## config.mk

```make
export PLATFORM = sky130hd
export DESIGN_NAME = bcd_serial_addsub_flat
export DESIGN_NICKNAME = d
export VERILOG_FILES = /design/src/rtl/bcd_serial_addsub_pkg.sv /design/src/rtl/bcd_serial_addsub_if.sv /design/src/rtl/bcd_serial_addsub_digit.sv /design/src/rtl/bcd_serial_addsub.sv /design/src/flat_wrapper.sv
export SDC_FILE = /design/constraint.sdc
export NUM_CORES = 1
export LEC_CHECK = 0
export ABC_AREA = 0
export CORE_ASPECT_RATIO = 0.7
export CORE_UTILIZATION = 55
export CTS_CLUSTER_DIAMETER = 200
export CTS_CLUSTER_SIZE = 8
export DETAILED_ROUTE_END_ITERATION = 6
export GPL_ROUTABILITY_DRIVEN = 0
export GPL_TIMING_DRIVEN = 0
export PLACE_DENSITY_LB_ADDON = 0.12
export SETUP_SLACK_MARGIN = 0.02
export SLEW_MARGIN = 5
export SYNTH_ARGS = -nofsm -noshare
export SYNTH_HDL_FRONTEND = slang
export SYNTH_HIERARCHICAL = 1
export SYNTH_SLANG_ARGS = --single-unit
```

## constraint.sdc

```tcl
create_clock -name clk -period 6.5 [get_ports clk]
set_clock_uncertainty 0.2 [all_clocks]
set_input_delay 1.3 -clock clk [delete_from_list [all_inputs] [get_ports clk]]
set_output_delay 1.3 -clock clk [all_outputs]
set_load 0.005 [all_outputs]
```

## src/rtl/bcd_serial_addsub_pkg.sv

```systemverilog
// Shared types and helpers for the serial packed-BCD add/subtract datapath.
package bcd_pkg;

  localparam int DIGIT_W = 4;
  localparam logic [3:0] BCD_MAX = 4'd9;

  typedef logic [3:0] bcd_digit_t;

  typedef enum logic [1:0] {
    IDLE = 2'd0,
    RUN  = 2'd1,
    FIN  = 2'd2
  } bcd_seq_state_t;

  function automatic logic is_bcd(input bcd_digit_t d);
    return (d <= BCD_MAX);
  endfunction

endpackage

```

## src/rtl/bcd_serial_addsub_if.sv

```systemverilog
// Request/response bundle between a sequencer and the serial BCD add/subtract unit.
interface bcd_serial_addsub_if #(
  parameter int DIGITS = 4
) ();
  import bcd_pkg::*;

  logic                        start;
  logic                        sub;
  logic                        carry_in;
  logic [DIGIT_W*DIGITS-1:0]   a;
  logic [DIGIT_W*DIGITS-1:0]   b;
  logic                        busy;
  logic                        done;
  logic [DIGIT_W*DIGITS-1:0]   result;
  logic                        carry_out;
  logic                        error;

  modport master (
    output start, sub, carry_in, a, b,
    input  busy, done, result, carry_out, error
  );

  modport slave (
    input  start, sub, carry_in, a, b,
    output busy, done, result, carry_out, error
  );

endinterface

```

## src/rtl/bcd_serial_addsub_digit.sv

```systemverilog
// One decimal digit of add/subtract: nine's-complement select on b, then +6 decimal correction.
module bcd_digit_addsub
  import bcd_pkg::*;
(
  input  bcd_digit_t a,
  input  bcd_digit_t b,
  input  logic       sub,
  input  logic       cin,
  output bcd_digit_t digit,
  output logic       cout
);

  bcd_digit_t bEff;
  logic [4:0] rawSum;

  // Raw binary digit sum (max 19) folded back into a single BCD digit plus decimal carry
  always_comb begin
    bEff   = sub ? (BCD_MAX - b) : b;
    rawSum = {1'b0, a} + {1'b0, bEff} + {4'b0000, cin};
    if (rawSum > {1'b0, BCD_MAX}) begin
      digit = rawSum[3:0] + 4'd6;
      cout  = 1'b1;
    end else begin
      digit = rawSum[3:0];
      cout  = 1'b0;
    end
  end

endmodule

```

## src/rtl/bcd_serial_addsub.sv

```systemverilog
// Multi-digit packed-BCD adder/subtractor, one digit per clock LSD first, with start/busy/done handshake.
module bcd_serial_addsub
  import bcd_pkg::*;
#(
  parameter int DIGITS = 4
) (
  input  logic               clk,
  input  logic               reset,
  bcd_serial_addsub_if.slave bus
);

  localparam int W    = DIGIT_W * DIGITS;
  localparam int IDXW = $clog2(DIGITS + 1);
  localparam logic [IDXW-1:0] LAST_IDX = IDXW'(DIGITS - 1);

  bcd_seq_state_t  state;
  logic [IDXW-1:0] idx;
  logic [W-1:0]    opA;
  logic [W-1:0]    opB;
  logic            subR;
  logic            carry;
  logic [W-1:0]    resultR;
  logic            carryOutR;
  logic            errorR;
  logic            busyR;
  logic            doneR;
  logic            anyInvalid;
  bcd_digit_t      digitSum;
  logic            digitCarry;

  // Flag any non-BCD nibble in either live operand
  always_comb begin
    anyInvalid = 1'b0;
    for (int i = 0; i < DIGITS; i++) begin
      anyInvalid = anyInvalid
                 | ~is_bcd(bus.a[i*DIGIT_W +: DIGIT_W])
                 | ~is_bcd(bus.b[i*DIGIT_W +: DIGIT_W]);
    end
  end

  // Operands shift right each RUN cycle, so the active digit is always the low nibble
  bcd_digit_addsub uDigit (
    .a     (opA[DIGIT_W-1:0]),
    .b     (opB[DIGIT_W-1:0]),
    .sub   (subR),
    .cin   (carry),
    .digit (digitSum),
    .cout  (digitCarry)
  );

  // Sequencer FSM with all handshake and result outputs registered
  always_ff @(posedge clk) begin
    if (reset) begin
      state     <= IDLE;
      idx       <= '0;
      opA       <= '0;
      opB       <= '0;
      subR      <= 1'b0;
      carry     <= 1'b0;
      resultR   <= '0;
      carryOutR <= 1'b0;
      errorR    <= 1'b0;
      busyR     <= 1'b0;
      doneR     <= 1'b0;
    end else begin
      doneR <= 1'b0;
      case (state)
        IDLE: begin
          if (bus.start) begin
            opA       <= bus.a;
            opB       <= bus.b;
            subR      <= bus.sub;
            // Subtract runs as a + nines(b) + ~borrow, so the borrow-in is inverted here
            carry     <= bus.sub ? ~bus.carry_in : bus.carry_in;
            idx       <= '0;
            resultR   <= '0;
            carryOutR <= 1'b0;
            errorR    <= anyInvalid;
            busyR     <= ~anyInvalid;
            state     <= anyInvalid ? FIN : RUN;
          end else begin
            state <= IDLE;
          end
        end
        RUN: begin
          resultR[int'(idx)*DIGIT_W +: DIGIT_W] <= digitSum;
          carry <= digitCarry;
          opA   <= opA >> DIGIT_W;
          opB   <= opB >> DIGIT_W;
          idx   <= idx + IDXW'(1);
          if (idx == LAST_IDX) begin
            busyR <= 1'b0;
            state <= FIN;
          end else begin
            state <= RUN;
          end
        end
        FIN: begin
          doneR     <= 1'b1;
          carryOutR <= errorR ? 1'b0 : (subR ? ~carry : carry);
          state     <= IDLE;
        end
        default: begin
          busyR <= 1'b0;
          state <= IDLE;
        end
      endcase
    end
  end

  assign bus.busy      = busyR;
  assign bus.done      = doneR;
  assign bus.result    = resultR;
  assign bus.carry_out = carryOutR;
  assign bus.error     = errorR;

endmodule

```

## src/flat_wrapper.sv

```systemverilog
// flat-port wrapper written by rule: the top's interface ports become plain ports
module bcd_serial_addsub_flat import bcd_pkg::*;
#(
  parameter int DIGITS = 4
)
  (clk, reset, bus_start, bus_sub, bus_carry_in, bus_a, bus_b, bus_busy, bus_done, bus_result, bus_carry_out, bus_error);
  bcd_serial_addsub_if #(.DIGITS(DIGITS)) bus_i ();
  input  logic clk;
  input  logic reset;
  input wire logic [$bits(bus_i.start)-1:0] bus_start;
  input wire logic [$bits(bus_i.sub)-1:0] bus_sub;
  input wire logic [$bits(bus_i.carry_in)-1:0] bus_carry_in;
  input wire logic [$bits(bus_i.a)-1:0] bus_a;
  input wire logic [$bits(bus_i.b)-1:0] bus_b;
  output wire logic [$bits(bus_i.busy)-1:0] bus_busy;
  output wire logic [$bits(bus_i.done)-1:0] bus_done;
  output wire logic [$bits(bus_i.result)-1:0] bus_result;
  output wire logic [$bits(bus_i.carry_out)-1:0] bus_carry_out;
  output wire logic [$bits(bus_i.error)-1:0] bus_error;
  assign bus_i.start = bus_start;
  assign bus_i.sub = bus_sub;
  assign bus_i.carry_in = bus_carry_in;
  assign bus_i.a = bus_a;
  assign bus_i.b = bus_b;
  assign bus_busy = bus_i.busy;
  assign bus_done = bus_i.done;
  assign bus_result = bus_i.result;
  assign bus_carry_out = bus_i.carry_out;
  assign bus_error = bus_i.error;
  bcd_serial_addsub #(.DIGITS(DIGITS)) u_core (.clk(clk), .reset(reset), .bus(bus_i));
endmodule
```

* Word-level counts from Yosys, hierarchy flattened
Index checks and enable logic that the tools add are counted.
** Storage, ports and cells
- Register bits :: 59
- Input port bits :: 37
- Output and inout bits :: 20
- Logic and storage cells :: 86
** Cells by class
- $add $sub $neg :: 6
- $lt $le $gt $ge :: 9
- Eq/ne operators :: 5
- Shifts and indexed selects :: 2
- Mux-type cells :: 27
- Bitwise operators :: 19
- Reductions and logical operators :: 7
** Operators by type and width (count)
- 16-bit one-hot mux with 2 select lines :: 3
- 16-bit two-way mux :: 3
- 5-bit negator with 33-bit output :: 1
- 4-bit by 33-bit variable shift with 16-bit output, first input constant :: 1
- 4-bit by 33-bit indexed part select with 16-bit output :: 1
- 4-bit less-or-equal comparator, second input constant :: 8
- 16-bit bitwise mux :: 1
- 1-bit NOT :: 12
- 1-bit two-way mux :: 9
- 4-bit two-way mux :: 2
- 1-bit bitwise OR :: 7
- 2-bit two-way mux :: 3
- 3-bit one-hot mux with 2 select lines :: 1
- 2-bit AND reduction :: 3
- 4-bit by 4-bit adder with 5-bit output :: 1
- 5-bit by 1-bit adder with 5-bit output :: 1
- 5-bit by 4-bit greater-than comparator with 1-bit output, second input constant :: 1
- 4-bit by 3-bit adder with 4-bit output, second input constant :: 1
- 1-bit one-hot mux with 2 select lines :: 2
- 2-bit one-hot mux with 2 select lines :: 1
- 2-bit nonzero test :: 2
- 4-bit subtractor, first input constant :: 1
- 3-bit by 1-bit adder with 3-bit output, second input constant :: 1
- 3-bit by 2-bit equality test with 1-bit output, second input constant :: 1
- 8 further kinds :: 8

* Longest topological paths before layout
Gate-level depths: netlist (run 1).
- Depth in word-level cells :: 12
- Gate-level depth with buffers :: 12
- Depth with buffers taken out :: 12

* By module
The synthesis (run 1) kept the hierarchy.
** Modules (own cells, without submodules)
- bcd_serial_addsub :: instances 1, cells an instance 312, area an instance 2501.1 um^2, sequential area each 1181.1 um^2
- bcd_digit_addsub :: instances 1, cells an instance 35, area an instance 277.8 um^2, sequential area each 0.0 um^2

* Least setup slack after synthesis (run 1)
Ideal clock, no wire load.
- Kind :: register -> register
- Start :: reg u_core.subR
- End :: reg u_core.resultR[2], in the netlist u_core/bus.result[2]
- Setup time :: 0.070 ns
- Arrival time :: 2.544 ns
- Required time :: 6.230 ns
- Path slack :: 3.686 ns
- Cell stages (with the launch flop) :: 12
- Path buffers :: 0
- Period minus slack after synthesis :: 2.814 ns
- Cells stage by stage :: dfxtp_1 xnor2_1 fa_1 inv_1 fa_1 xnor2_1 ha_1 a31o_1 o31a_2 mux2i_1 nand2_1 a21oi_1
** Between the ends
- Longest elaborated chain between the ends :: 8
- Elaborated cells between the ends (all ways) :: 9
- Those cells by class :: add/sub (3); order compare (1); shift (1); mux (4)
** Ends and longest elaborated chain
- start, declared :: RTL line bcd_serial_addsub.sv:20 : logic subR;
- start signal, assigned :: RTL line bcd_serial_addsub.sv:72 : subR <= bus.sub;
- 4-bit two-way mux (*) :: RTL line bcd_serial_addsub_digit.sv:18 : bEff = sub ? (BCD_MAX - b) : b;
- 4-bit by 4-bit adder with 5-bit output (*) :: RTL line bcd_serial_addsub_digit.sv:19 : rawSum = {1'b0, a} + {1'b0, bEff} + {4'b0000, cin};
- 5-bit by 1-bit adder with 5-bit output (*) :: RTL line bcd_serial_addsub_digit.sv:19
- 4-bit by 3-bit adder with 4-bit output or 5-bit by 4-bit greater-than comparator with 1-bit output (tied branches) :: RTL line bcd_serial_addsub_digit.sv:21, bcd_serial_addsub_digit.sv:20
- 4-bit two-way mux (*) :: RTL line bcd_serial_addsub_digit.sv:20 : if (rawSum > {1'b0, BCD_MAX}) begin
- via u_core.digitSum[2] :: RTL line bcd_serial_addsub.sv:28 : bcd_digit_t digitSum;
- 4-bit by 33-bit indexed part select with 16-bit output (*) :: RTL line bcd_serial_addsub.sv:86 : resultR[int'(idx)*DIGIT_W +: DIGIT_W] <= digitSum;
- 16-bit bitwise mux (*) :: RTL line bcd_serial_addsub.sv:86
- 16-bit one-hot mux with 2 select lines (*) :: RTL line bcd_serial_addsub.sv:67 : case (state)
- end signal, assigned by index :: RTL line bcd_serial_addsub.sv:86
- end, declared :: RTL line bcd_serial_addsub.sv:22 : logic [W-1:0] resultR;
The timed path passes the listed nets; every way through them passes the cells marked *.
A chain may end at the register's enable or synchronous reset.

* Final worst setup path (run 1)
Ends and elaborated chain as after synthesis.

==> reports/qor.csv, run 1 <==
stage,metric,value,unit
pwr,Flop pwr share,40.9,%
yosys,"Seq/Total Area, Yosys",42.5,%
setup_path,crit-path max cell delay,450,ps
floorplanning,# IOs,57,
setup_path,Critical Path AT,3400,ps
yosys,Syn Inst Count,347,
yosys,unique cell type count in the Yosys netlist,40,
route,WL/cell,15.6,um
cts,post-CTS setup buffers,0,
status,status,"finished, final reports clean",
finish,non-filler cells in the finished layout,488,
yosys,Syn Area/Cell,8.01,um2
finish,area grow syn2layout,32.3,%
cts,"Clk pin slew, worst setup/hold paths",70,ps
route,final WL,7.63,mm
sta,Pins Over Slew Limit,0,
placed_design,Placed Cells,472,
setup_path,CP Max Fanout,6,
pwr,Pleak,1.37,nW
cts,total CTS buffers,9,
sta,Final Cycle Share,51.2,%
route,DR pass1 iterations,5,
finish,# diodes,0,
yosys,synthesized net count,395,
setup_path,CP Launch Type,register,
sta,Worst-Margin Slew,555,ps
setup_path,CP Data Required Time,6580,ps
floorplanning,die width,87.0,um
pwr,Psw,0.248,mW
cts,CTS max path bufs,2,
sta,max_slew headroom,63.0,%
route,via count,2828,
finish,"commonest non-fill, non-tap cells in the layout","68 x nand2_1, 59 x dfxtp_1, 56 x clkdlybuf4s50_1",
cts,CTS tree,done,
setup_path,crit path cell chain,"xnor2_1, fa_1, inv_1, fa_1, xnor2_1, ha_1, a31o_1, o31a_2, mux2i_1, nand2_1, a21oi_1",
finish,fin nets,462,
pwr,switching share of power,25.9,%
placed_design,Setup WS pre-CTS,3290,ps
cts,CTS sink count,59,
route,ANT nets after route,0,
global_route,GR Overflow Total,0,
finish,# fillers,369,
route,Via density,5.80,
floorplanning,Initial Util,57.8,%
floorplanning,# rows,21,
floorplanning,core area,4810,um2
finish,"commonest non-fill, non-tap cell in the layout",nand2_1,
finish,layout cell share with drive strength beyond 1,7.88,%
sta,fmax,0.301,GHz
sta,setup tns final,0,ps
global_route,first-pass GRT wire length,12.2,mm
sta,setup slack after layout,3170,ps
floorplanning,die area,5350,um2
yosys,yosys warns,6,
pwr,P per Cell Area,260,nW/um2
pwr,Pwr Total,0.958,mW
setup_path,CP Capture Type,register,
global_route,All-Layer GR Usage,30.7,%
global_route,number of global-route vias before repair,2613,
sta,RSZ-0062 raised after global routing,no,
yosys,#FFs+latches synth,59,
sta,Fin. Hold Viols,0,
cts,Post-CTS Resized,0,
placed_design,port bufs,56,
cts,Skew-Pair Late Insertion Delay,340,ps
pwr,Clk network pwr share,43.4,%
pwr,Combinational Power Share,15.7,%
min_path,hold crit path type,register to register,
cts,Root Driver,clkbuf_8,
placed_design,HPWL reported at the end of detailed placement,5.51,mm
route,drt drc,0,
global_route,largest net degree at the start of global routing,12,
yosys,Post-Syn Area,2780,um2
global_route,antenna violations before repair,0,
route,1st-iter DRT viols,186,
setup_path,CP max-delay cell,dfxtp_1,
floorplanning,Die H,61.5,um
pwr,VDD IR-drop max,0.000171,V
sta,Final setup violation count,0,
pwr,internal power,0.709,mW
flow_run,max-capacitance violation count,0,
cts,H-tree depth,3,
sta,Final min period,3330,ps
cts,Hold Buf Count CTS,0,
setup_path,crit path kind,register to register,
-- sequential cells by signal (all words and copies together) (netlist names) --
signal / count
u_core/opA: 16
u_core/bus.error: 1
u_core/bus.carry_out: 1
u_core/carry: 1
u_core/idx: 3
u_core/subR: 1
u_core/state: 2
u_core/bus.done: 1
u_core/bus.busy: 1
u_core/bus.result: 16
u_core/opB: 16
-- per-layer routing --
metal | wire length, um | vias to the layer above | GRT usage (%)
met5 | 0 | - | 0
met3 | 596 | 10 | 10.5
met2 | 3450 | 109 | 49.0
li1 | - | 1352 | -
met1 | 3500 | 1357 | 39.5
met4 | 84 | 0 | 10.5
-- per-stage QoR --
step / util (%) / instance area (um2) / hold slack (ps)
floorplan: - / 2780 / 255
global placement: 71.2 / 3430 / 254
CTS: 76.5 / 3680 / 268
global route: 76.5 / 3680 / 281
finish: 76.5 / 3680 / 264
detailed placement: 71.2 / 3430 / 259
-- critical path, delay by kind of cell (launching register included) --
kind                     cells  cell delay (ps)
buffers and inverters        1               60
AO/OA/AOI/OAI                3              750
flip-flops                   1              450
AND/OR/NAND/NOR              1              130
multiplexers                 1              410
adder cells (fa/ha/maj)      3              890
XOR/XNOR                     2              380
-- power groups by stage --
stage / Sequential, mW / Clock (mW) / Combinational [mW]
global placement: 0.399 / 0 / 0.141
CTS: 0.391 / 0.416 / 0.147
detailed placement: 0.399 / 0 / 0.145
floorplan: 0.396 / 0 / 0.0901
finish: 0.392 / 0.416 / 0.150
global route: 0.393 / 0.434 / 0.164
-- Yosys cell counts (all sizes together) --
cell type | instances | area, um2
inv | 14 | 52.6
nor2b | 4 | 25.0
o21ai | 10 | 50.1
nor4 | 1 | 12.5
nand2b | 4 | 25.0
nor3 | 3 | 15.0
mux2i | 1 | 10.0
a311oi | 24 | 210
nand3b | 2 | 15.0
buf | 11 | 52.6
a31o | 1 | 8.76
a31oi | 1 | 6.26
nand2 | 68 | 255
or4 | 1 | 11.3
ha | 9 | 113
a32o | 2 | 20.0
a21oi | 23 | 115
a2111oi | 1 | 8.76
a21o | 1 | 8.76
nor2 | 44 | 165
dfxtp | 59 | 1180
and4 | 1 | 8.76
o22ai | 1 | 6.26
clkbuf | 11 | 41.3
o31ai | 1 | 7.51
nor3b | 1 | 7.51
or3b | 1 | 8.76
a21boi | 1 | 7.51
and3b | 1 | 8.76
or3 | 2 | 12.5
fa | 2 | 40.0
xnor2 | 5 | 43.8
a222oi | 1 | 10.0
a22oi | 9 | 67.6
nand3 | 17 | 85.1
or2 | 4 | 25.0
o31a | 1 | 10.0
xor2 | 1 | 8.76
nand4 | 3 | 18.8
-- final timing paths --
path / endpoint / slack [ps] / from / cells after the start
setup reg to reg: u_core/bus.result[2]$_SDFFE_PP0P_ / 3170 / u_core/subR$_SDFFE_PP0P_ / 11
setup / recovery: u_core/bus.result[2]$_SDFFE_PP0P_ / 3170 / u_core/subR$_SDFFE_PP0P_ / 11
hold / removal: u_core/bus.result[2]$_SDFFE_PP0P_ / 260 / u_core/bus.result[2]$_SDFFE_PP0P_ / 2
hold reg to reg: u_core/bus.result[2]$_SDFFE_PP0P_ / 260 / u_core/bus.result[2]$_SDFFE_PP0P_ / 2
-- logic make-up after synthesis --
family / Yosys count / synth area share, %
muxes: 1 / 0.360
DFF: 59 / 42.5
xor gates and xnor gates: 6 / 1.89
AOI/OAI and AO/OA: 77 / 19.3
adders and majority gates: 11 / 5.49
buffers and inverters: 36 / 5.27
and+or+nand+nor: 157 / 25.2
-- cell type report --
| class | instances | area, um2 | area share, % |
|---|---|---|---|
| multi-input cells | 252 | 1450 | 39.5 |
| inverters | 14 | 52.6 | 1.43 |
| well taps | 69 | 86.3 | 2.35 |
| clock inverters | 6 | 113 | 3.06 |
| repair buffers | 56 | 561 | 15.2 |
| flip-flops and latches | 59 | 1180 | 32.1 |
| clock buffers | 10 | 138 | 3.74 |
| plain buffers | 22 | 93.8 | 2.55 |
Power figures use the tool's default switching activity.
==> inputs of run 2 (changes only) <==
--- a/config.mk
+++ b/config.mk
@@ -7,7 +7,7 @@
 export LEC_CHECK = 0
 export ABC_AREA = 0
 export CORE_ASPECT_RATIO = 0.7
-export CORE_UTILIZATION = 55
+export CORE_UTILIZATION = 46
 export CTS_CLUSTER_DIAMETER = 200
 export CTS_CLUSTER_SIZE = 8
 export DETAILED_ROUTE_END_ITERATION = 6
==> constraint.sdc (replaced) <==
create_clock -name clk -period 2.81 [get_ports clk]
set_clock_uncertainty 0.2 [all_clocks]
set_input_delay 0.562 -clock clk [delete_from_list [all_inputs] [get_ports clk]]
set_output_delay 0.562 -clock clk [all_outputs]
set_load 0.005 [all_outputs]
==> run 2 against run 1 <==
Effect of this change: the flow now finishes with violations (negative setup slack); first-iteration DRC count decreased by 14%; setup slack got worse by 3200 ps; fmax increased by 16%.
==> reports/qor.csv, run 2 (same netlist as run 1, synthesis figures left out) <==
stage,metric,value,unit
placed_design,Setup WS pre-CTS,-381,ps
min_path,hold crit path type,register to register,
cts,Skew-Pair Late Insertion Delay,340,ps
placed_design,Placed Cells,478,
route,Via density,5.59,
route,WL/cell,16.0,um
finish,# fillers,521,
floorplanning,# IOs,57,
cts,CTS max path bufs,2,
route,drt drc,0,
sta,max_slew headroom,59.6,%
flow_run,max-capacitance violation count,0,
global_route,number of global-route vias before repair,2587,
finish,layout cell share with drive strength beyond 1,14.8,%
sta,setup tns final,-261,ps
sta,setup slack after layout,-63.4,ps
sta,Hold WS,267,ps
global_route,largest net degree at the start of global routing,11,
setup_path,Critical R2R Capture,u_core/bus.result[1]$_SDFFE_PP0P_,
global_route,GR Overflow Total,0,
sta,RSZ-0062 raised after global routing,yes,
finish,Final Util,65.8,%
finish,# diodes,0,
pwr,VDD IR-drop max,0.000300,V
route,via count,2802,
setup_path,end of the critical path,u_core/bus.result[1]$_SDFFE_PP0P_,
setup_path,RR Startpoint,u_core/subR$_SDFFE_PP0P_,
setup_path,r2r setup slk,-60,ps
placed_design,HPWL reported at the end of detailed placement,5.57,mm
global_route,All-Layer GR Usage,26.9,%
setup_path,CP Data Required Time,2880,ps
route,final WL,8.04,mm
sta,Fin. Hold Viols,0,
status,status,"complete, but fails checks",
global_route,first-pass GRT wire length,12.7,mm
finish,"commonest non-fill, non-tap cells in the layout","66 x nand2_1, 56 x clkdlybuf4s50_1, 55 x dfxtp_1",
floorplanning,# rows,23,
sta,fmax,0.348,GHz
sta,Final Cycle Share,102,%
finish,area grow syn2layout,37.1,%
status,failing checks,negative setup slack,
setup_path,CP Launch Point,u_core/subR$_SDFFE_PP0P_,
floorplanning,die area,6360,um2
pwr,P per Cell Area,546,nW/um2
floorplanning,Die H,67.0,um
sta,Final setup violation count,8,
floorplanning,core area,5780,um2
setup_path,CP Max Fanout,4,
floorplanning,die width,94.9,um
cts,CTS tree,done,
placed_design,port bufs,56,
setup_path,crit path kind,register to register,
sta,Worst-Margin Slew,601,ps
setup_path,CP Launch Type,register,
route,1st-iter DRT viols,160,
route,ANT nets after route,0,
setup_path,Critical Path AT,2950,ps
finish,"commonest non-fill, non-tap cell in the layout",nand2_1,
setup_path,CP Capture Type,register,
route,DR pass1 iterations,6,
cts,total CTS buffers,9,
finish,fin nets,469,
cts,CTS sink count,59,
cts,Root Driver,clkbuf_8,
global_route,antenna violations before repair,0,
sta,Pins Over Slew Limit,0,
sta,Final min period,2870,ps
cts,H-tree depth,3,
pwr,Pleak,1.40,nW
cts,"Clk pin slew, worst setup/hold paths",70,ps
setup_path,Register-to-Register Path Depth,11,
floorplanning,Initial Util,48.0,%
finish,non-filler cells in the finished layout,501,
## run 2: per-layer routing
layer | vias up | GRT usage (%) | wire length (um)
li1 | 1364 | - | -
met1 | 1327 | 36.4 | 3840
met2 | 102 | 41.4 | 3590
met3 | 9 | 7.99 | 552
met4 | 0 | 7.39 | 55
met5 | - | 0 | 0
## run 2: final cells by class
type	count	area [um2]	share of cell area (%)
inverters	14	52.6	1.38
repair buffers	63	617	16.2
multi-input cells	252	1590	41.7
flip-flops and latches	59	1190	31.3
plain buffers	22	93.8	2.46
clock buffers	12	145	3.81
clock inverters	4	26.3	0.690
well taps	75	93.8	2.46
## run 2: power by group
part / total, mW / internal (mW) / switching (mW)
combinational: 0.490 / 0.238 / 0.252
clock: 0.682 / 0.343 / 0.339
sequential: 0.906 / 0.878 / 0.0284
## run 2: worst max-delay path, cell delays in order, from the launching register on
cell and delay (ps):
dfxtp_4 360, xnor2_4 160, fa_2 230, inv_2 40, fa_2 550, inv_2 60, ha_4 170, a31o_4 210
o31a_4 320, xnor2_4 250, nand2_1 120, a21oi_1 140
## run 2: stage by stage
stage,area [um2],power (mW)
2_1_floorplan,2780,1.13
3_3_place_gp,3440,1.26
3_5_place_dp,3440,1.27
4_1_cts,3730,2.04
5_1_grt,3810,2.17
6_report,3810,2.08
## run 2: worst min path at each step
stage                                            start                                  to  slack, ps  cells past startpoint
floorplan                  u_core/opA[14]$_SDFFE_PP0P_         u_core/opA[10]$_SDFFE_PP0P_        250                      2
global placement     u_core/bus.result[2]$_SDFFE_PP0P_   u_core/bus.result[2]$_SDFFE_PP0P_        260                      2
detailed placement  u_core/bus.result[12]$_SDFFE_PP0P_  u_core/bus.result[12]$_SDFFE_PP0P_        260                      2
CTS                 u_core/bus.result[12]$_SDFFE_PP0P_  u_core/bus.result[12]$_SDFFE_PP0P_        270                      2
global route         u_core/bus.result[8]$_SDFFE_PP0P_   u_core/bus.result[8]$_SDFFE_PP0P_        290                      2
finish              u_core/bus.result[12]$_SDFFE_PP0P_  u_core/bus.result[12]$_SDFFE_PP0P_        270                      2
## run 2: repair_timing
action | in CTS | in global routing
pin swaps | 8 | 6
endpoints found under the setup margin | 13 | 13
gates resized for setup | 21 | 14
hold buffers | 0 | 0
gates cloned | 0 | 0
buffers inserted | 5 | 2
